File: config.mk
export PLATFORM = sky130hd
export DESIGN_NAME = move_instr_sequencer
export DESIGN_NICKNAME = d
export VERILOG_FILES = /design/src/rtl/move_instr_sequencer.sv
export SDC_FILE = /design/constraint.sdc
export NUM_CORES = 1
export LEC_CHECK = 0
export CORE_ASPECT_RATIO = 0.7
export CORE_UTILIZATION = 45
export CTS_BUF_LIST = sky130_fd_sc_hd__clkbuf_16
export DETAILED_ROUTE_END_ITERATION = 10
export GPL_TIMING_DRIVEN = 0
export PLACE_DENSITY_LB_ADDON = 0.25
export SLEW_MARGIN = 20
export SYNTH_ARGS = -nofsm -noshare
export SYNTH_HDL_FRONTEND = slang
export SYNTH_SLANG_ARGS = --single-unit
File: constraint.sdc
create_clock -name clock -period 2.2 [get_ports clock]
set_clock_uncertainty 0.15 [all_clocks]
set_input_delay 0.44 -clock clock [delete_from_list [all_inputs] [get_ports clock]]
set_output_delay 0.44 -clock clock [all_outputs]
set_load 0.02 [all_outputs]
File: src/rtl/move_instr_sequencer.sv
// Fetch/execute control sequencer for the Mini SRC register-move class (mfhi, mflo, in, out).
// All datapath enables are decoded from the state register; op_q selects the T4 action.
module move_instr_sequencer #(
    parameter int unsigned      RAM_RD_CYCLES = 1,
    parameter bit               AUTO_FETCH    = 1'b0,
    parameter int unsigned      CNT_W         = 16,
    parameter int unsigned      SEL_W         = 5,
    parameter logic [SEL_W-1:0] SEL_PC        = 5'b10100,
    parameter logic [SEL_W-1:0] SEL_MDR       = 5'b10101,
    parameter logic [SEL_W-1:0] SEL_HI        = 5'b10000,
    parameter logic [SEL_W-1:0] SEL_LO        = 5'b10001,
    parameter logic [SEL_W-1:0] SEL_INPORT    = 5'b10110,
    parameter logic [4:0]       OP_IN         = 5'b10110,
    parameter logic [4:0]       OP_OUT        = 5'b10111,
    parameter logic [4:0]       OP_MFHI       = 5'b11000,
    parameter logic [4:0]       OP_MFLO       = 5'b11001
) (
    input  logic             clock,
    input  logic             clear,
    input  logic             start,
    input  logic [4:0]       ir_opcode,
    output logic             busy,
    output logic             done,
    output logic             illegal,
    output logic [CNT_W-1:0] instr_count,
    output logic             e_PC,
    output logic             incPC,
    output logic             e_MAR,
    output logic             ram_read,
    output logic             MDR_read,
    output logic             e_MDR,
    output logic             e_IR,
    output logic             Gra,
    output logic             e_Rin,
    output logic             e_Rout,
    output logic             e_OutPort,
    output logic [SEL_W-1:0] BusDataSelect
);

    typedef enum logic [2:0] {
        StIdle, StT0, StT1, StT2, StT3, StDecode, StT4, StDone
    } state_e;

    // T1 lasts wait_load+1 cycles: counter runs down to zero before leaving.
    localparam logic [3:0] WaitLoad = 4'(RAM_RD_CYCLES - 1);

    state_e           state_q, state_d;
    logic [3:0]       wait_q, wait_d;
    logic [4:0]       op_q, op_d;
    logic [CNT_W-1:0] count_q, count_d;
    logic             op_legal;

    assign op_legal = (op_q == OP_IN) || (op_q == OP_OUT) ||
                      (op_q == OP_MFHI) || (op_q == OP_MFLO);
    assign instr_count = count_q;

    always_ff @(posedge clock) begin
        if (clear) begin
            state_q <= StIdle;
            wait_q  <= '0;
            op_q    <= '0;
            count_q <= '0;
        end else begin
            state_q <= state_d;
            wait_q  <= wait_d;
            op_q    <= op_d;
            count_q <= count_d;
        end
    end

    always_comb begin
        state_d = state_q;
        wait_d  = wait_q;
        op_d    = op_q;
        count_d = count_q;
        case (state_q)
            StIdle:   if (start) state_d = StT0;
            StT0: begin
                state_d = StT1;
                wait_d  = WaitLoad;
            end
            StT1: begin
                if (wait_q == '0) state_d = StT2;
                else              wait_d  = wait_q - 1'b1;
            end
            StT2:     state_d = StT3;
            StT3:     state_d = StDecode;
            StDecode: begin
                op_d    = ir_opcode;
                state_d = StT4;
            end
            StT4:     state_d = StDone;
            StDone: begin
                if (op_legal) count_d = count_q + 1'b1;
                state_d = AUTO_FETCH ? StT0 : StIdle;
            end
            default:  state_d = StIdle;
        endcase
    end

    always_comb begin
        busy          = (state_q != StIdle);
        done          = 1'b0;
        illegal       = 1'b0;
        e_PC          = 1'b0;
        incPC         = 1'b0;
        e_MAR         = 1'b0;
        ram_read      = 1'b0;
        MDR_read      = 1'b0;
        e_MDR         = 1'b0;
        e_IR          = 1'b0;
        Gra           = 1'b0;
        e_Rin         = 1'b0;
        e_Rout        = 1'b0;
        e_OutPort     = 1'b0;
        BusDataSelect = '0;
        case (state_q)
            StT0: begin
                BusDataSelect = SEL_PC;
                e_MAR         = 1'b1;
                e_PC          = 1'b1;
                incPC         = 1'b1;
            end
            StT1:     ram_read = 1'b1;
            StT2: begin
                MDR_read = 1'b1;
                e_MDR    = 1'b1;
            end
            StT3: begin
                BusDataSelect = SEL_MDR;
                e_IR          = 1'b1;
            end
            StT4: begin
                if (op_q == OP_MFHI) begin
                    BusDataSelect = SEL_HI;
                    Gra           = 1'b1;
                    e_Rin         = 1'b1;
                end else if (op_q == OP_MFLO) begin
                    BusDataSelect = SEL_LO;
                    Gra           = 1'b1;
                    e_Rin         = 1'b1;
                end else if (op_q == OP_IN) begin
                    BusDataSelect = SEL_INPORT;
                    Gra           = 1'b1;
                    e_Rin         = 1'b1;
                end else if (op_q == OP_OUT) begin
                    Gra       = 1'b1;
                    e_Rout    = 1'b1;
                    e_OutPort = 1'b1;
                end else begin
                    illegal = 1'b1;
                end
            end
            StDone:   done = 1'b1;
            default: ;
        endcase
    end

endmodule

Word-level counts from Yosys, hierarchy flattened
Index checks and enable logic that the tools add are counted.

word-level totals
  flip-flop bits (word level) = 28
  input bits = 8
  output and inout port bits = 35
  logic and storage cells = 62

cells by class
  $add $sub $neg = 2
  equality and inequality tests = 14
  multiplexer cells = 32
  reduce and logical (&&, ||, !) cells = 10

operator list
  operator                                                            count
  3-bit one-hot mux with 8 select lines                               1
  1-bit 2-to-1 mux                                                    23
  5-bit == test, second input constant                                4
  16-bit by 1-bit adder with 16-bit output, second input constant     1
  5-bit 2-to-1 mux                                                    3
  5-bit one-hot mux with 3 select lines                               1
  3-bit == test, second input constant                                4
  4-bit one-hot mux with 2 select lines                               1
  3-bit by 2-bit == test with 1-bit output, second input constant     2
  3-bit 2-to-1 mux                                                    2
  2-bit inequality test, second input constant                        3
  2-bit AND reduction                                                 3
  4-bit logical NOT                                                   1
  4-bit 2-to-1 mux                                                    1
  4-bit by 1-bit subtractor with 4-bit output, second input constant  1
  3-bit by 1-bit == test with 1-bit output, second input constant     1
  3-bit logical NOT                                                   1
  1-bit logical OR                                                    3
  3-bit nonzero test                                                  1
  2-bit nonzero test                                                  1

Depth between registers and ports, before layout
Gate-level depths: netlist of run 1.

  depth after elaboration = 6
  depth in mapped cells = 7
  depth with buffers taken out = 6

Least setup slack after synthesis of run 1
No wires, ideal clock.

  path kind = register -> output
  from = register state_q[2]
  to = output e_Rout
  data arrival time = 1.721 ns
  data required time = 1.610 ns
  setup slack = -0.111 ns
  cell stages (with the launch flop) = 6
  path buffers = 2
  cell sequence = dfxtp_1 > clkbuf_1 > nor2b_1 > nand3_1 > nor3_1 > buf_4

on the way
  word-level cells in the longest chain between the ends = 2

RTL lines
  what                      line  RTL
  start: declaration        47    state_e state_q, state_d;
  start signal: assignment  59    state_q <= StIdle;
  start signal: assignment  64    state_q <= state_d;
  3-bit == test             n/a
  1-bit 2-to-1 mux          n/a
  end: declaration          35    output logic e_Rout,

Every way passes these cells.

Final worst setup path of run 1
  from = register op_q[3]
  to = output illegal

on the way
  word-level cells in the longest chain between the ends = 6
  elaborated cells on any way between the ends = 9
  classes of those cells = eq/ne (4); mux (5)

RTL lines
  what                      line  RTL
  start: declaration        49    logic [4:0] op_q, op_d;
  start signal: assignment  66    op_q <= op_d;
  5-bit == test             146   end else if (op_q == OP_OUT) begin
  1-bit 2-to-1 mux          146
  1-bit 2-to-1 mux          142   end else if (op_q == OP_IN) begin
  1-bit 2-to-1 mux          138   end else if (op_q == OP_MFLO) begin
  1-bit 2-to-1 mux *        134   if (op_q == OP_MFHI) begin
  1-bit 2-to-1 mux *        117   case (state_q)
  end: declaration          24    output logic illegal,

Every way passes the cells marked *; elsewhere a longest branch is shown, timed or not.

==> results of run 1 <==
## registers in the layout, indices dropped and copies added, names as in the netlist
register / flops
instr_count: 16
wait_q: 4
op_q: 5
state_q: 3
## path summary, 6_finish.rpt
kind / depth (start not counted) / start / slack (ps) / to
setup / recovery: 4 / op_q[3] / 60 / illegal
hold / removal: 2 / op_q[0] / 350 / op_q[0]
setup reg to reg: 7 / state_q[1] / 190 / instr_count[13]
hold reg to reg: 2 / op_q[0] / 350 / op_q[0]
## final cells by class
type,count,share of cell area (%)
multi-input combinational,148,43.4
tap,47,2.67
clock buffer,3,3.41
timing repair buffer,42,17.0
inverter,10,1.70
buffer,15,4.72
sequential,28,25.7
clock inverter,1,1.36
## logic make-up (layout without fill, tap and decap cells)
kind of cell / count (synthesis) / in the layout / synth area share [%]
buf+inv: 27 / 71 / 7.94
fa+ha+maj: 2 / 2 / 1.57
xor+xnor: 5 / 5 / 2.75
simple gates: 87 / 87 / 30.0
other cells: 1 / 1 / 0.236
mux: 3 / 3 / 1.89
compound gates: 50 / 50 / 20.4
flops: 28 / 28 / 35.2
## through the flow
step / setup WS [ps] / hold WS (ps) / utilization [%]
global route: -10.3 / 368 / 67.7
floorplan: 20.5 / 300 / -
CTS: -9.62 / 347 / 67.8
finish: 56.9 / 351 / 67.7
global placement: -498 / 313 / 63.2
detailed placement: -509 / 320 / 63.2
## power by group
part	leakage, nW	switching, mW	total [mW]	internal [mW]
sequential	0.228	0.00981	0.526	0.516
clock	0.0511	0.178	0.541	0.363
combinational	0.558	0.0998	0.170	0.0701
total	0.837	0.288	1.24	0.949
## layer usage
metal / vias up / routed length (um) / GRT usage [%]
met3: 6 / 285 / 5.04
li1: 817 / - / -
met1: 731 / 1970 / 34.5
met5: - / 0 / 0
met4: 0 / 50 / 5.56
met2: 64 / 1740 / 34.7
## timing repair
item,CTS,global route
buffers inserted,1,1
endpoints found under the setup margin,18,9
hold buffers,0,0
pin swaps,4,1
resized for setup,59,10
## cell usage after synthesis (2+ instances only)
library cell	instances	area (sq um)
nand3_1	11	55.1
nor2_1	19	71.3
nand4_1	6	37.5
and2_1	4	25.0
nand2b_1	5	31.3
and4_1	2	17.5
a2111oi_2	2	30.0
inv_1	10	37.5
o31ai_1	5	37.5
mux2i_1	3	30.0
or4_1	5	37.5
buf_4	6	45.0
a211oi_1	2	15.0
buf_2	2	10.0
nor2b_1	3	18.8
ha_1	2	25.0
xnor2_1	5	43.8
dfxtp_1	28	561
o21ai_0	9	45.0
a21oi_1	24	120
or3_1	4	25.0
clkbuf_1	9	33.8
nand2_1	17	63.8
a31o_2	2	17.5
o32ai_1	2	17.5
## critical path, cell delays in order (launching register included)
cell,delay (ps)
dfxtp_1,370
or3b_4,430
nand2_1,110
a21oi_1,80
clkdlybuf4s15_1,300
==> reports/qor.yml, run 1 <==
crit_type: "reg -> out"
end_kind: "primary output"
gp_congestion: 0.835
drt_wl_total_um: 4050
dieArea_sq_mm: 0.00378
num_vias: 1618
dieHeight_um: 51.8
fin_crit_sh_pct: 97.4
hp-class: "reg -> reg"
drive_above_1_share_pct: 19.0
clock_sinks: 28
seqCellArea_sq_um: 566
drt_iter0_drc: 75
grt_pass1_vias: 1416
synthToLayoutAreaGrowth_pct: 38.4
die_w_um: 73.1
power_density_mw_per_mm2: 561
cts_buffer_depth: 2
antenna_cells: 0
nets: 258
synthFlopType: "dfxtp_1"
ys_async_sr_fraction_pct: 0
relSlewSlack_pct: 64.2
portBuffers: 40
grt_pass1_wl_um: 6750
worst_pin_slew_ps: 536
ys_seq_area_share_pct: 35.2
core_sq_mm: 0.00325
leakage_nw: 0.837
fin_crit_ps: 2140
syn_area_sq_mm: 0.00159
antenna_found_initial: 0
clkTransAtPathRegs_ps: 60
hold_viol_final: 0
finalSetupTns_ps: 0
synth-edff-count: 0
maxCapViolCount: 0
placed_area_sq_mm: 0.00206
grt_start_max_net_pins: 17
synth_seq_cells: 28
drtAntennaViolNets: 0
tritoncts: "yes"
placedCellCount: 290
crit_fanout: 5
run_status: "completed"
cts_buffers: 3
slew_violations: 0
root_buffer: "clkbuf_16"
fin_area_sq_mm: 0.00220
clk_latency_ps: 270
fmax_ghz: 0.467
irDropWorstVdd_uv: 478
yosysUniqueCellTypes: 41
initial_core_util_pct: 48.9
synth_cells: 203
ios: 43
multi_input_area_sq_um: 956
drc: 0
crit_path_start_kind: "register"
synth_fp_nets: 213
place_hpwl_um: 2950
fill_cells: 271
arrival_ps: 1550
power_mw: 1.24
routedWlPerCell_um: 13.8
drtPass1Iterations: 4
final_cell_mix: "dfxtp_1 (24), a21oi_1 (23), clkdlybuf4s50_1 (22)"
final_common_cell: "dfxtp_1"
routed_via_density: 5.50
stdcell_count: 294
grt_use_total_pct: 23.5
grt-ovfl-total: 0
required_ps: 1610
fp-row-count: 17
ys.warnings.count: 0
h-tree-depth: 1
synth.avg_cell_area_sq_um: 7.84
setup_viol: 0
Power figures use the tool's default switching activity.
==> run 2, diff against run 1 <==
GPL_TIMING_DRIVEN = not set   (was 0)
==> reports/qor.yml, run 2 (synthesis gave the netlist of run 1 again) <==
drt_wl_total_um: 4330  # +7.0%
crit_chain: "nor2b_2 -> nand3_2 -> nor3_2 -> dlygate4sd2_1"
routedWlPerCell_um: 14.7  # +7.0%
hp-class: "reg -> reg"
hold_viol_final: 0  # unchanged
cts_setup_buffers: 0  # -1
crit_path_start_kind: "register"
largest_reg_flops: 16  # unchanged
cts_buffer_depth: 2  # unchanged
gp_congestion: 0.850  # +1.9%
dieHeight_um: 51.8  # unchanged
drt_iter0_drc: 76  # +1.3%
crit_fanout: 4  # -1
fin_crit_ps: 2150  # +7.56 ps
synthToLayoutAreaGrowth_pct: 36.9
irDropWorstVdd_uv: 507  # +6.0%
placedCellCount: 291  # +0.34%
grt_use_total_pct: 24.0  # +0.55 points
crit_path_start: "state_q[2]"
rr_worst_depth: 6  # -1
leakage_nw: 0.833  # -0.46%
run_status: "completed"
initial_core_util_pct: 48.9  # unchanged
clk_latency_ps: 260  # about the same
p_int_uw: 827  # -13%
drtAntennaViolNets: 0  # unchanged
final_cell_mix: "dfxtp_1 (26), a21oi_1 (23), clkdlybuf4s50_1 (23)"
min_path_cells: 2  # unchanged
rr_endpoint: "instr_count[9]"
fp-row-count: 17  # unchanged
finalSetupTns_ps: 0  # unchanged
fmax_ghz: 0.465  # -0.35%
worst_pin_slew_ps: 508  # -28.7 ps
end_kind: "primary output"
hold_path_end: "op_q[3]"
place_hpwl_um: 3270  # +11%
drtPass1Iterations: 4  # unchanged
maxCapViolCount: 0  # unchanged
tritoncts: "yes"
relSlewSlack_pct: 65.8  # +1.6 points
final_common_cell: "dfxtp_1"
routed_via_density: 5.60  # +1.7%
root_buffer: "clkbuf_16"
grt_pass1_vias: 1467  # +3.6%
nets: 259  # +0.39%
grt_start_max_net_pins: 19  # +2
power_frac_comb_pct: 15.2  # +1.5 points
num_vias: 1645  # +1.7%
arrival_ps: 1560  # about the same
antenna_cells: 0  # unchanged
slew_violations: 0  # unchanged
rrSetupSlack_ps: 170  # -20 ps
cts_buffers: 3  # unchanged
portBuffers: 41  # +2.5%
drc: 0  # unchanged
switching_share_pct: 24.6  # +1.3 points
dieArea_sq_mm: 0.00378  # unchanged
stdcell_count: 294  # unchanged
clkTransAtPathRegs_ps: 70  # about the same
ios: 43  # unchanged
grt_pass1_wl_um: 6880  # +1.9%
crit_type: "reg -> out"
worst_slack_ps: 49.4  # -7.56 ps
required_ps: 1610  # about the same
r2r-start: "state_q[1]"
clock_power_share_pct: 36.8  # -6.9 points
drive_above_1_share_pct: 17.0  # -2.0 points
hold_buffers: 0  # unchanged
final_core_utilization_pct: 66.9  # -0.73 points
power_switching_uw: 270  # -6.3%
fin_crit_sh_pct: 97.8  # +0.34 points
h-tree-depth: 1  # unchanged
setup_viol: 0  # unchanged
grt-ovfl-total: 0  # unchanged
clock_sinks: 28  # unchanged
ctsResizeCount: 20  # -66%
critPathSlowestCell: "dlygate4sd2_1"
pwr-share-seq_pct: 48.0  # +5.5 points
power_density_mw_per_mm2: 503  # -10%
die_w_um: 73.1  # unchanged
critPathMaxStageDelay_ps: 360  # -70 ps
antenna_found_initial: 0  # unchanged
pre_cts_ws_ps: -48.5  # +460 ps
hp-start: "op_q[3]"
core_sq_mm: 0.00325  # unchanged
## run 2: cell count changes in the layout (fill, tap and decap cells not counted), moves of 2 or more
cell,change
buf_2,-5
clkbuf_4,-3
dfxtp_2,-2
dfxtp_1,+2
buf_4,+6
dlygate4sd2_1,+8
clkbuf_1,-3
clkdlybuf4s15_1,-3
## run 2: power groups by stage
stage          logic [mW]  clock network, mW  registers (mW)
4_1_cts             0.165              0.409           0.524
5_1_grt             0.180              0.430           0.527
6_report            0.167              0.404           0.526
2_1_floorplan       0.108                  0           0.532
3_3_place_gp        0.177                  0           0.535
3_5_place_dp        0.177                  0           0.536
## run 2: final cells by class
cell class,count,area [sq um]
clock buffer,3,75.1
fill,273,1080
inverter,10,37.5
multi-input combinational,148,932
sequential,28,563
tap,47,58.8
timing repair buffer,58,512
## run 2: routing by layer
metal	share of wire [%]	GRT usage, %
met5	0	0
met4	0.69	3.59
met3	5.9	4.84
met2	44	37.3
met1	49	34.8
## run 2: worst max path at each step
stage,to,slack (ps),cells past startpoint
floorplan,BusDataSelect[4],20,5
global placement,BusDataSelect[4],-10,4
detailed placement,BusDataSelect[4],-50,4
CTS,Gra,7,5
global route,BusDataSelect[2],-20,6
finish,e_OutPort,50,4
## run 2: critical path, delay by kind of cell (launching register included)
family / cells / cell delay (ps)
AND/OR/NAND/NOR: 3 / 600
buffers and inverters: 1 / 360
flip-flops: 1 / 340
## run 2: stage by stage
| stage | cell area (sq um) | power, mW | hold WS (ps) |
|---|---|---|---|
| floorplan | 1600 | 0.640 | 300 |
| global placement | 2100 | 0.712 | 325 |
| detailed placement | 2100 | 0.713 | 333 |
| CTS | 2160 | 1.10 | 342 |
| global route | 2180 | 1.14 | 363 |
| finish | 2180 | 1.10 | 327 |
==> run 3, diff against run 2 <==
CORE_ASPECT_RATIO = 0.9   (was 0.7)
DONT_BUFFER_PORTS = 1   (was not set)
==> reports/qor.yml, run 3 (synthesis gave the netlist of run 1 again) <==
irDropWorstVdd_uv: 369  # -27%
drc: 0  # unchanged
antenna_cells: 0  # unchanged
required_ps: 1610  # about the same
maxCapViolCount: 0  # unchanged
final_common_cell: "dfxtp_1"
clock_sinks: 28  # unchanged
h-tree-depth: 1  # unchanged
grt_pass1_wl_um: 6030  # -12%
slew_violations: 0  # unchanged
drt_iter0_drc: 109  # +43%
routed_via_density: 5.75  # +2.7%
fmax_ghz: 0.474  # +1.9%
critical_path_buf_inv_count: 0  # -1
crit_type: "reg -> out"
drtPass1Iterations: 4  # unchanged
synthToLayoutAreaGrowth_pct: 13.6
relSlewSlack_pct: 60.3  # -5.5 points
dieHeight_um: 58.4  # +13%
critPathSlowestCell: "or3b_4"
core_sq_mm: 0.00338  # +3.8%
crit_chain: "or3b_4 -> a21oi_1 -> nand2b_1"
drtAntennaViolNets: 0  # unchanged
rsz0062_at_grt: "no"
critPathMaxStageDelay_ps: 450  # +90 ps
root_buffer: "clkbuf_16"
run_status: "completed"
grt_start_max_net_pins: 29  # +10
grt_use_total_pct: 20.4  # -3.7 points
cts_setup_buffers: 0  # unchanged
crit_fanout: 6  # +2
finalSetupTns_ps: 0  # unchanged
grt_pass1_vias: 1380  # -5.9%
grt-ovfl-total: 0  # unchanged
critical-path-top-delay-family: "simple AND/OR/NAND/NOR gates"
routedWlPerCell_um: 14.5  # -1.8%
fin_crit_ps: 2110  # -40.4 ps
ctsResizeCount: 1  # -95%
dieArea_sq_mm: 0.00378  # about the same
ios: 43  # unchanged
place_hpwl_um: 2760  # -16%
drive_above_1_share_pct: 18.5  # +1.5 points
fill_cells: 345  # +26%
power_mw: 1.06  # -3.8%
cts_buffer_depth: 2  # unchanged
crit_path_start: "op_q[3]"
hp-start: "clear"
worst_pin_slew_ps: 593  # +85.7 ps
hold_viol_final: 0  # unchanged
crit_path_start_kind: "register"
drt_wl_total_um: 3690  # -15%
arrival_ps: 1520  # -40 ps
seqCellArea_sq_um: 561  # -0.44%
power_density_mw_per_mm2: 584  # +16%
num_vias: 1465  # -11%
rr_endpoint: "instr_count[7]"
stdcell_count: 255  # -13%
setup_viol: 0  # unchanged
tritoncts: "yes"
largest_reg_flops: 16  # unchanged
placedCellCount: 251  # -14%
leakage_nw: 0.663  # -20%
portBuffers: 0  # -100%
multi_input_area_sq_um: 918  # -1.5%
final_core_utilization_pct: 53.5  # -13 points
clk_latency_ps: 260  # about the same
antenna_found_initial: 0  # unchanged
final_cell_mix: "dfxtp_1 (28), a21oi_1 (23), buf_4 (21)"
end_kind: "primary output"
die_w_um: 64.7  # -11%
fin_crit_sh_pct: 95.9  # -1.8 points
gp_congestion: 0.792  # -6.9%
fp-row-count: 20  # +3
hold_path_end: "op_q[0]"
rr_worst_depth: 4  # -2
hold_slack_ps: 88.4  # -238 ps
min_path_cells: 1  # -1
rrSetupSlack_ps: 190  # +20 ps
hold_buffers: 0  # unchanged
clkTransAtPathRegs_ps: 70  # about the same
initial_core_util_pct: 47.1  # -1.8 points
cts_buffers: 3  # unchanged
hp-class: "in -> reg"
r2r-start: "op_q[3]"
nets: 222  # -14%
==> run 3: layer usage <==
| layer | part of all wire, % | up-vias | global-route usage (%) |
|---|---|---|---|
| met5 | 0 | - | 0 |
| met4 | 1.5 | 0 | 5.08 |
| met3 | 4.5 | 8 | 4.46 |
| met2 | 48 | 31 | 36.5 |
| met1 | 46 | 690 | 24.8 |
| li1 | - | 736 | - |
==> run 3: worst max-delay path by stage <==
stage	end	slack (ps)	cells after the start
after floorplan	BusDataSelect[4]	20	5
after global routing	instr_count[7]	30	4
after detailed placement	instr_count[5]	220	4
after CTS	BusDataSelect[4]	9	3
after global placement	Gra	300	4
final	BusDataSelect[4]	90	3
==> run 3: final cells by class <==
cell class              instances  share of cell area (%)
multi-input cells             148                    50.8
flip-flops and latches         28                    31.0
repair buffers                 21                    8.72
clock buffers                   3                    4.15
well taps                      44                    3.04
inverters                      10                    2.08
clock inverters                 1                   0.208
==> run 3: per-stage QoR <==
stage | area [sq um] | setup slack (ps)
2_1_floorplan | 1600 | 20.5
3_3_place_gp | 1720 | 297
3_5_place_dp | 1720 | 223
4_1_cts | 1800 | 8.61
5_1_grt | 1810 | 30.3
6_report | 1810 | 89.8
==> run 3: where the power goes <==
part | internal, mW | leakage [nW] | switching (mW)
Clock | 0.244 | 0.0385 | 0.167
Sequential | 0.516 | 0.226 | 0.00910
Combinational | 0.0417 | 0.399 | 0.0784
==> run 3: worst reg2reg max path, stage by stage, from the launching register on <==
cell      delay, ps
dfxtp_1         390
nor3b_2         340
o211ai_2        320
or4_1           590
a21oi_1         150
